--- src/rtl/if_stage_ctrl_pkg.sv ---
// Shared encodings for the fetch stage: PC-source select, fetch FSM states
// and the default bubble instruction.
package if_stage_ctrl_pkg;

   localparam logic [1:0] PC_SRC_SEQ = 2'b00;
   localparam logic [1:0] PC_SRC_BR  = 2'b01;
   localparam logic [1:0] PC_SRC_J   = 2'b10;
   localparam logic [1:0] PC_SRC_JR  = 2'b11;

   localparam logic [31:0] NOP_INST_DEFAULT = 32'h0000_0000;

   typedef enum logic {
      ST_RUN    = 1'b0,
      ST_HALTED = 1'b1
   } state_t;

endpackage

--- src/rtl/ifid_latch.sv ---
// Generic pipeline latch: {pc4, instruction, valid} with write enable and a
// bubble-load input that replaces the contents with a NOP.
module ifid_latch #(
   parameter int          BITS_PC   = 32,
   parameter int          BITS_INST = 32,
   parameter logic [BITS_INST-1:0] NOP_INST = '0
) (
   input  logic                 clk,
   input  logic                 reset_n,
   input  logic                 write_en,
   input  logic                 bubble,
   input  logic [BITS_PC-1:0]   pc4_d,
   input  logic [BITS_INST-1:0] inst_d,
   output logic [BITS_PC-1:0]   pc4,
   output logic [BITS_INST-1:0] inst,
   output logic                 valid
);

   // A bubble carries no meaningful PC, so pc4 is cleared like at reset.
   always_ff @(posedge clk or negedge reset_n) begin
      if (!reset_n) begin
         pc4   <= '0;
         inst  <= NOP_INST;
         valid <= 1'b0;
      end else if (write_en) begin
         if (bubble) begin
            pc4   <= '0;
            inst  <= NOP_INST;
            valid <= 1'b0;
         end else begin
            pc4   <= pc4_d;
            inst  <= inst_d;
            valid <= 1'b1;
         end
      end
   end

endmodule

--- src/rtl/if_stage_ctrl.sv ---
// Fetch stage control: PC register, next-PC mux, IF/ID latch and RUN/HALTED FSM.
// Optional stall-cycle counter is built when IF_STALL_CNT_EN is defined.
module if_stage_ctrl
   import if_stage_ctrl_pkg::*;
#(
   parameter int                   BITS_PC   = 32,
   parameter int                   BITS_INST = 32,
   parameter logic [BITS_PC-1:0]   PC_RESET  = '0,
   parameter logic [BITS_INST-1:0] NOP_INST  = BITS_INST'(NOP_INST_DEFAULT)
) (
   input  logic                 i_clk,
   input  logic                 i_reset_n,
   input  logic                 i_enable,
   input  logic                 i_pc_write,
   input  logic                 i_IFID_write,
   input  logic                 i_flush_latch,
   input  logic                 i_halt,
   input  logic [1:0]           i_pc_src,
   input  logic [BITS_PC-1:0]   i_branch_target,
   input  logic [BITS_PC-1:0]   i_jump_target,
   input  logic [BITS_PC-1:0]   i_reg_target,
   input  logic [BITS_INST-1:0] i_instruction,
   output logic [BITS_PC-1:0]   o_pc,
   output logic [BITS_PC-1:0]   o_IFID_pc4,
   output logic [BITS_INST-1:0] o_IFID_instruction,
   output logic                 o_IFID_valid,
   output logic                 o_halted,
   output logic [15:0]          o_stall_count
);

   state_t               state, state_next;
   logic [BITS_PC-1:0]   pc, pc_next, pc_plus4;
   logic                 pc_we, latch_we, latch_bubble, stall;

   assign pc_plus4 = pc + BITS_PC'(4);

   always_ff @(posedge i_clk or negedge i_reset_n) begin
      if (!i_reset_n) begin
         state <= ST_RUN;
         pc    <= PC_RESET;
      end else if (i_enable) begin
         state <= state_next;
         if (pc_we) pc <= pc_next;
      end
   end

   // Flush beats everything, including a halt and a hazard stall.
   always_comb begin
      state_next   = state;
      pc_next      = pc;
      pc_we        = 1'b0;
      latch_we     = 1'b0;
      latch_bubble = 1'b0;
      stall        = 1'b0;
      case (state)
         ST_RUN: begin
            if (i_flush_latch) begin
               pc_we        = 1'b1;
               pc_next      = i_branch_target;
               latch_we     = 1'b1;
               latch_bubble = 1'b1;
            end else if (!i_pc_write && !i_IFID_write) begin
               stall = 1'b1;
            end else if (i_halt) begin
               latch_we     = 1'b1;
               latch_bubble = 1'b1;
               state_next   = ST_HALTED;
            end else begin
               pc_we    = i_pc_write;
               latch_we = i_IFID_write;
               if (i_pc_src == PC_SRC_J) begin
                  pc_next      = i_jump_target;
                  latch_bubble = 1'b1;
               end else if (i_pc_src == PC_SRC_JR) begin
                  pc_next      = i_reg_target;
                  latch_bubble = 1'b1;
               end else begin
                  pc_next = pc_plus4;
               end
            end
         end
         ST_HALTED: begin
            latch_we     = 1'b1;
            latch_bubble = 1'b1;
            if (i_flush_latch) begin
               pc_we      = 1'b1;
               pc_next    = i_branch_target;
               state_next = ST_RUN;
            end
         end
         default: state_next = ST_RUN;
      endcase
   end

   ifid_latch #(
      .BITS_PC   (BITS_PC),
      .BITS_INST (BITS_INST),
      .NOP_INST  (NOP_INST)
   ) u_ifid (
      .clk      (i_clk),
      .reset_n  (i_reset_n),
      .write_en (i_enable && latch_we),
      .bubble   (latch_bubble),
      .pc4_d    (pc_plus4),
      .inst_d   (i_instruction),
      .pc4      (o_IFID_pc4),
      .inst     (o_IFID_instruction),
      .valid    (o_IFID_valid)
   );

   assign o_pc     = pc;
   assign o_halted = (state == ST_HALTED);

`ifdef IF_STALL_CNT_EN
   logic [15:0] stall_cnt;

   always_ff @(posedge i_clk or negedge i_reset_n) begin
      if (!i_reset_n)
         stall_cnt <= '0;
      else if (i_enable && stall && (stall_cnt != 16'hFFFF))
         stall_cnt <= stall_cnt + 16'd1;
   end

   assign o_stall_count = stall_cnt;
`else
   logic unused_stall;
   assign unused_stall  = stall;
   assign o_stall_count = '0;
`endif

endmodule

--- config.mk ---
export PLATFORM = sky130hd
export DESIGN_NAME = if_stage_ctrl
export DESIGN_NICKNAME = d
export VERILOG_FILES = /design/src/rtl/if_stage_ctrl_pkg.sv /design/src/rtl/ifid_latch.sv /design/src/rtl/if_stage_ctrl.sv
export SDC_FILE = /design/constraint.sdc
export NUM_CORES = 1
export LEC_CHECK = 0
export ABC_CLOCK_PERIOD_IN_PS = 4100
export BUFFER_PORTS_ARGS = -buffer_cell sky130_fd_sc_hd__buf_4
export CELL_PAD_IN_SITES_DETAIL_PLACEMENT = 1
export CELL_PAD_IN_SITES_GLOBAL_PLACEMENT = 2
export CORE_MARGIN = 5
export CORE_UTILIZATION = 29
export DETAILED_ROUTE_END_ITERATION = 8
export PLACE_DENSITY = 0.88
export SYNTH_ARGS = -nofsm -noshare
export SYNTH_HDL_FRONTEND = slang
export SYNTH_SLANG_ARGS = --single-unit
--- constraint.sdc ---
create_clock -name i_clk -period 4.1 [get_ports i_clk]
set_input_delay 0.205 -clock i_clk [delete_from_list [all_inputs] [get_ports i_clk]]
set_output_delay 0.205 -clock i_clk [all_outputs]
set_load 0.005 [all_outputs]
* After elaboration in Yosys (flattened, before gate mapping) *
Index checks and enable logic that the tools add are counted.

storage, ports and cells
  bits in registers = 98
  bits of input ports = 137
  output and inout port bits = 114
  word-level logic and storage cells = 47

operators by class
  add/subtract/negate cells = 1
  eq/ne operators = 5
  muxes and demuxes = 30
  bitwise logic cells = 1
  reductions and logical operators = 5

operators with widths
  kind                     count
  $mux W32                 8
  $pmux W32 S2             1
  $add A32 B3 Y32 const B  1
  $mux W1                  17
  $pmux W1 S2              4
  $ne A3 B3 Y1 const B     2
  $reduce_and A5 Y1        1
  $eq A2 B2 Y1 const B     2
  $logic_and A1 B1 Y1      2
  $logic_not A1 Y1         2
  $ne A2 B2 Y1 const B     1
  $not A1 Y1               1

* Longest topological paths before layout *
  word-level depth = 8
  gate-level depth with buffers = 8
  mapped depth without buffers = 5

* Cells and area by module *
From an unflattened synthesis, not the netlist that was laid out.

second synthesis, totals
  cells, all modules = 692
  area total of the unflattened synthesis = 6063.3 um^2

by module, submodules not included
  module         times used  cells an instance  area an instance (um^2)  sequential area each (um^2)
  if_stage_ctrl  1           412                3205.6                   825.8
  ifid_latch     1           280                2857.7                   1626.6

* Worst setup path after synthesis *
Ideal clock, no wire load.

  kind = register to register
  start point = register pc[4], in the netlist o_pc[4]
  end point = register pc[16], in the netlist o_pc[16]
  arrival = 1.629 ns
  required time = 4.004 ns
  setup slack = 2.375 ns
  stages on the path, launching flop included = 7
  path buffers = 1
  path through = dfrtp_1 -> and4_1 -> buf_6 -> nand2_8 -> or2_1 -> o31a_1 -> o32ai_2

on the way
  word-level cells in the longest chain between the ends = 7

ends and longest elaborated chain
  what                    line                 text
  start, declared         if_stage_ctrl.sv:32  logic [BITS_PC-1:0] pc, pc_next, pc_plus4;
  start signal, assigned  if_stage_ctrl.sv:43  if (pc_we) pc <= pc_next;
  $add A32 B3 Y32         if_stage_ctrl.sv:35  assign pc_plus4 = pc + BITS_PC'(4);
  $mux W32                if_stage_ctrl.sv:74  end else if (i_pc_src == PC_SRC_JR) begin
  $mux W32                if_stage_ctrl.sv:71  if (i_pc_src == PC_SRC_J) begin
  $mux W32                if_stage_ctrl.sv:64  end else if (i_halt) begin
  $mux W32                if_stage_ctrl.sv:62  end else if (!i_pc_write && !i_IFID_write) begin
  $mux W32                if_stage_ctrl.sv:57  if (i_flush_latch) begin
  $pmux W32 S2            if_stage_ctrl.sv:55  case (state)

No other way between the ends. The select of a mux whose other input is x is not followed.
A chain may end at the register's enable or synchronous reset.

* Worst setup path in the final report *
  start point = register state, in the netlist o_halted
  end point = register u_ifid.pc4[17]

on the way
  word-level cells in the longest chain between the ends = 3

ends and longest elaborated chain
  what                                             line                                    text
  start, declared                                  if_stage_ctrl.sv:31                     state_t state, state_next;
  start signal, assigned                           if_stage_ctrl.sv:42                     state <= state_next;
  $not A1 Y1                                       --
  $pmux W1 S2                                      if_stage_ctrl.sv:55
  $mux W32 or $logic_and A1 B1 Y1 (tied branches)  ifid_latch.sv:26, if_stage_ctrl.sv:102
  end signal, assigned                             ifid_latch.sv:31                        pc4 <= pc4_d;
  end, declared                                    ifid_latch.sv:14                        output logic [BITS_PC-1:0] pc4,

Several ways; a longest one is shown, not always the timed one.

==> results.tsv <==
stage	metric	value	unit
place	io_buffers	234	
finish	drive_gt1_frac	0.3673	
pwr	power_per_cell_area	347.1	nW/um^2
clock_tree	cts_inserted_buffers	9	
setup_path	cp.depth	3	
sta	tns	0	ns
drt	wl_per_cell	21.58	um
synth	synth_area_leaders	dfrtp_1 45%, a22o_1 7.6%, o21ai_0 5.5%, mux2i_1 4.5%, nand2_1 4.3%	
synth	yosysTopAreaCell	dfrtp_1	
finish	nNetsFinal	909	
floorplanning	dieHeight	147.7	um
clock_tree	path_clk_slew	0.08	ns
setup_path	crit_family	simple AND/OR/NAND/NOR gates	
synth	synth.distinct_cells	50	
sta	min_period_over_period	0.6042	
sta	worst_slew_pin_slew	0.9727	ns
synth	synth-edff-count	0	
global_routing	track_usage	0.1936	
finish	num-fill-cells	2154	
setup_path	worst_setup_path_start_kind	flop	
finish	multiInputGateArea	2774	um^2
clock_tree	cts_setup_buffers	0	
clock_tree	post_cts_resize_count	0	
floorplanning	die_w	147.7	um
global_routing	grt_pass1_vias	5656	
clock_tree	cts-root-buf	clkbuf_16	
drt	dr.pass1.iters	4	
clock_tree	holdBufCountCts	0	
floorplanning	dieArea	21830	um^2
setup_path	required	4.35	ns
sta	slew_headroom	0.3496	
status	status	finished with violations	
hold_path	hp-class	input port to asynchronous set/reset pin	
drt	drt-initial-drc-count	226	
synth	async_reset_ff_frac	1.000	
synth	synth_common_cells	98 x dfrtp_1, 63 x nand2_1, 60 x o21ai_0, 48 x a22o_1, 37 x a21oi_1	
synth	yosys_warnings	0	
run	cap_violations	0	
setup_path	crit_chain	nor2_2 > nand4_1 > o21ai_0	
synth	synthCells	567	
sta	rsz0062_at_grt	no	
pwr	leakagePower	3.683	nW
clock_tree	cts.sinks	98	
synth	ys_ff_latch	98	
floorplanning	start_util	0.2941	
clock_tree	cts_tree	done	
setup_path	end_kind	flop	
setup_path	critPathKind	flop to flop	
status	violations	hold timing	
floorplanning	rows	50	
setup_path	worstPathArrival	2.72	ns
clock_tree	clock_latency	0.36	ns
drt	vias	5316	
global_routing	grt_max_degree	69	
synth	post-synth-top-count-cell	dfrtp_1	
clock_tree	clock_path_buffers	2	
setup_path	crit_fanout	20	
setup_path	ff2ff_path_depth	3	
place	placed_cells	994	
global_routing	grt_overflow	0	
setup_path	path_buf_inv	0	
sta	fin_skew	0.008782	ns
synth	yosysSeqAreaShare	0.4458	
place	dp_hpwl	16.19	mm
finish	final_cell_count_no_fill	1011	
drt	detail-route-antenna-nets	0	
sta	max_freq	0.4037	GHz
sta	layout_min_cycle_time	2.477	ns
finish	seqCellArea	2452	um^2
sta	setup_violations	0	
synth	syn_area	5502	um^2
synth	synthFlopType	dfrtp_1	
setup_path	crit_slowest_cell	nand4_1	
global_routing	grt_pass1_wl	33.13	mm
place	gp_congestion	0.7707	
pwr	ir_worst_vdd	0.0001439	V
sta	hold_slack	-0.02694	ns
setup_path	slowest_delay	0.92	ns
sta	hold_viol_final	30	
floorplanning	ios	251	
sta	slew_viol_final	0	
drt	drc	0	
floorplanning	core_area	18710	um^2
synth	syn_area_per_cell	9.703	um^2
clock_tree	cts_max_level	3	
drt	drt-total-wl	21.81	mm
synth	synth.top_cell.area_share	0.4458	
global_routing	antenna_found_initial	1	
drt	viasPerCell	5.258	
finish	area_growth	38.66	%
==> metrics by stage <==
stage / setup slack [ns] / utilization / cell area [um^2] / hold WS, ns / power, mW
after floorplan: 2.375 / - / 5558 / -0.09059 / 1.449
final: 1.623 / 0.4078 / 7629 / -0.02694 / 2.648
after detailed placement: 1.541 / 0.3920 / 7332 / 0.3992 / 1.805
after CTS: 1.557 / 0.4077 / 7626 / 0.008737 / 2.669
after global routing: 1.376 / 0.4078 / 7629 / 0.04014 / 2.780
after global placement: 1.728 / 0.3920 / 7332 / 0.4056 / 1.792
==> state kept, by name, summed over array words and instances (netlist names) <==
register      count
o_halted          1
o_pc             32
u_ifid.inst      32
u_ifid.pc4       32
u_ifid.valid      1
==> logic make-up (layout without fill, tap and decap cells) <==
group                    count (synthesis)  in the layout  share of synthesized area
multiplexers                            34             34                    0.06391
XOR/XNOR                                26             26                    0.04139
other                                    1             17                  0.0006816
flip-flops                              98             98                     0.4458
AND/OR/NAND/NOR                        146            146                     0.1465
adder cells (fa/ha/maj)                  1              1                   0.002274
AO/OA/AOI/OAI                          195            195                     0.2374
buffers and inverters                   66            260                    0.06209
==> worst reg2reg max path, delay by kind of cell, from the launching register on <==
family	cells	cell delay, ns
and+or+nand+nor	2	1.50
AOI/OAI and AO/OA	1	0.46
DFF	1	0.42
==> placed cells by master (no fill, tap or decap), types with 3 or more instances in the layout <==
| cell type | instances |
|---|---|
| inv_1 | 5 |
| mux2i_1 | 25 |
| a211oi_1 | 4 |
| o2bb2ai_1 | 9 |
| nor2_1 | 29 |
| and4_1 | 4 |
| conb_1 | 16 |
| o41ai_1 | 3 |
| mux2_2 | 9 |
| a21oi_1 | 37 |
| nand2_1 | 62 |
| nand3_1 | 11 |
| o21ai_1 | 5 |
| nor3_2 | 3 |
| nand4_1 | 6 |
| xnor2_1 | 23 |
| and3_1 | 3 |
| xor2_1 | 3 |
| clkbuf_16 | 9 |
| nor4_4 | 5 |
| o31ai_1 | 8 |
| nor2b_1 | 3 |
| inv_6 | 3 |
| a22o_1 | 48 |
| a32oi_1 | 9 |
| o21ai_0 | 60 |
| dfrtp_1 | 98 |
| buf_4 | 239 |
==> final timing paths <==
kind,from,to,slack (ns)
worst max-delay path,o_halted$_DFFE_PN0P_,u_ifid.pc4[17]$_DFFE_PN0P_,1.62
worst min register to register,u_ifid.valid$_DFFE_PN0P_,u_ifid.valid$_DFFE_PN0P_,0.48
max in group asynchronous,i_reset_n,u_ifid.pc4[20]$_DFFE_PN0P_,3.14
worst min-delay path,i_reset_n,u_ifid.inst[10]$_DFFE_PN0P_,-0.03
worst max register to register,o_halted$_DFFE_PN0P_,u_ifid.pc4[17]$_DFFE_PN0P_,1.62
min in group i_clk,i_instruction[16],u_ifid.inst[16]$_DFFE_PN0P_,0.06
==> metal layers <==
layer / routed length [um] / track usage / part of all wire
met5: 0 / 0 / 0
met4: 480 / 0.06431 / 0.022
met3: 1245 / 0.04200 / 0.057
met2: 10630 / 0.3223 / 0.49
met1: 9459 / 0.2504 / 0.43
==> cell type report <==
class	count	area share
multi-input combinational	418	0.3636
sequential	98	0.3215
timing repair buffer	239	0.2352
tap	234	0.03838
clock buffer	10	0.03133
clock inverter	6	0.007217
inverter	5	0.002460
antenna	1	0.0003280
==> power breakdown <==
part	total (mW)	internal, mW	switching [mW]
Clock	0.864	0.442	0.421
Combinational	0.614	0.315	0.299
Sequential	1.17	1.04	0.129
Power figures use the tool's default switching activity.
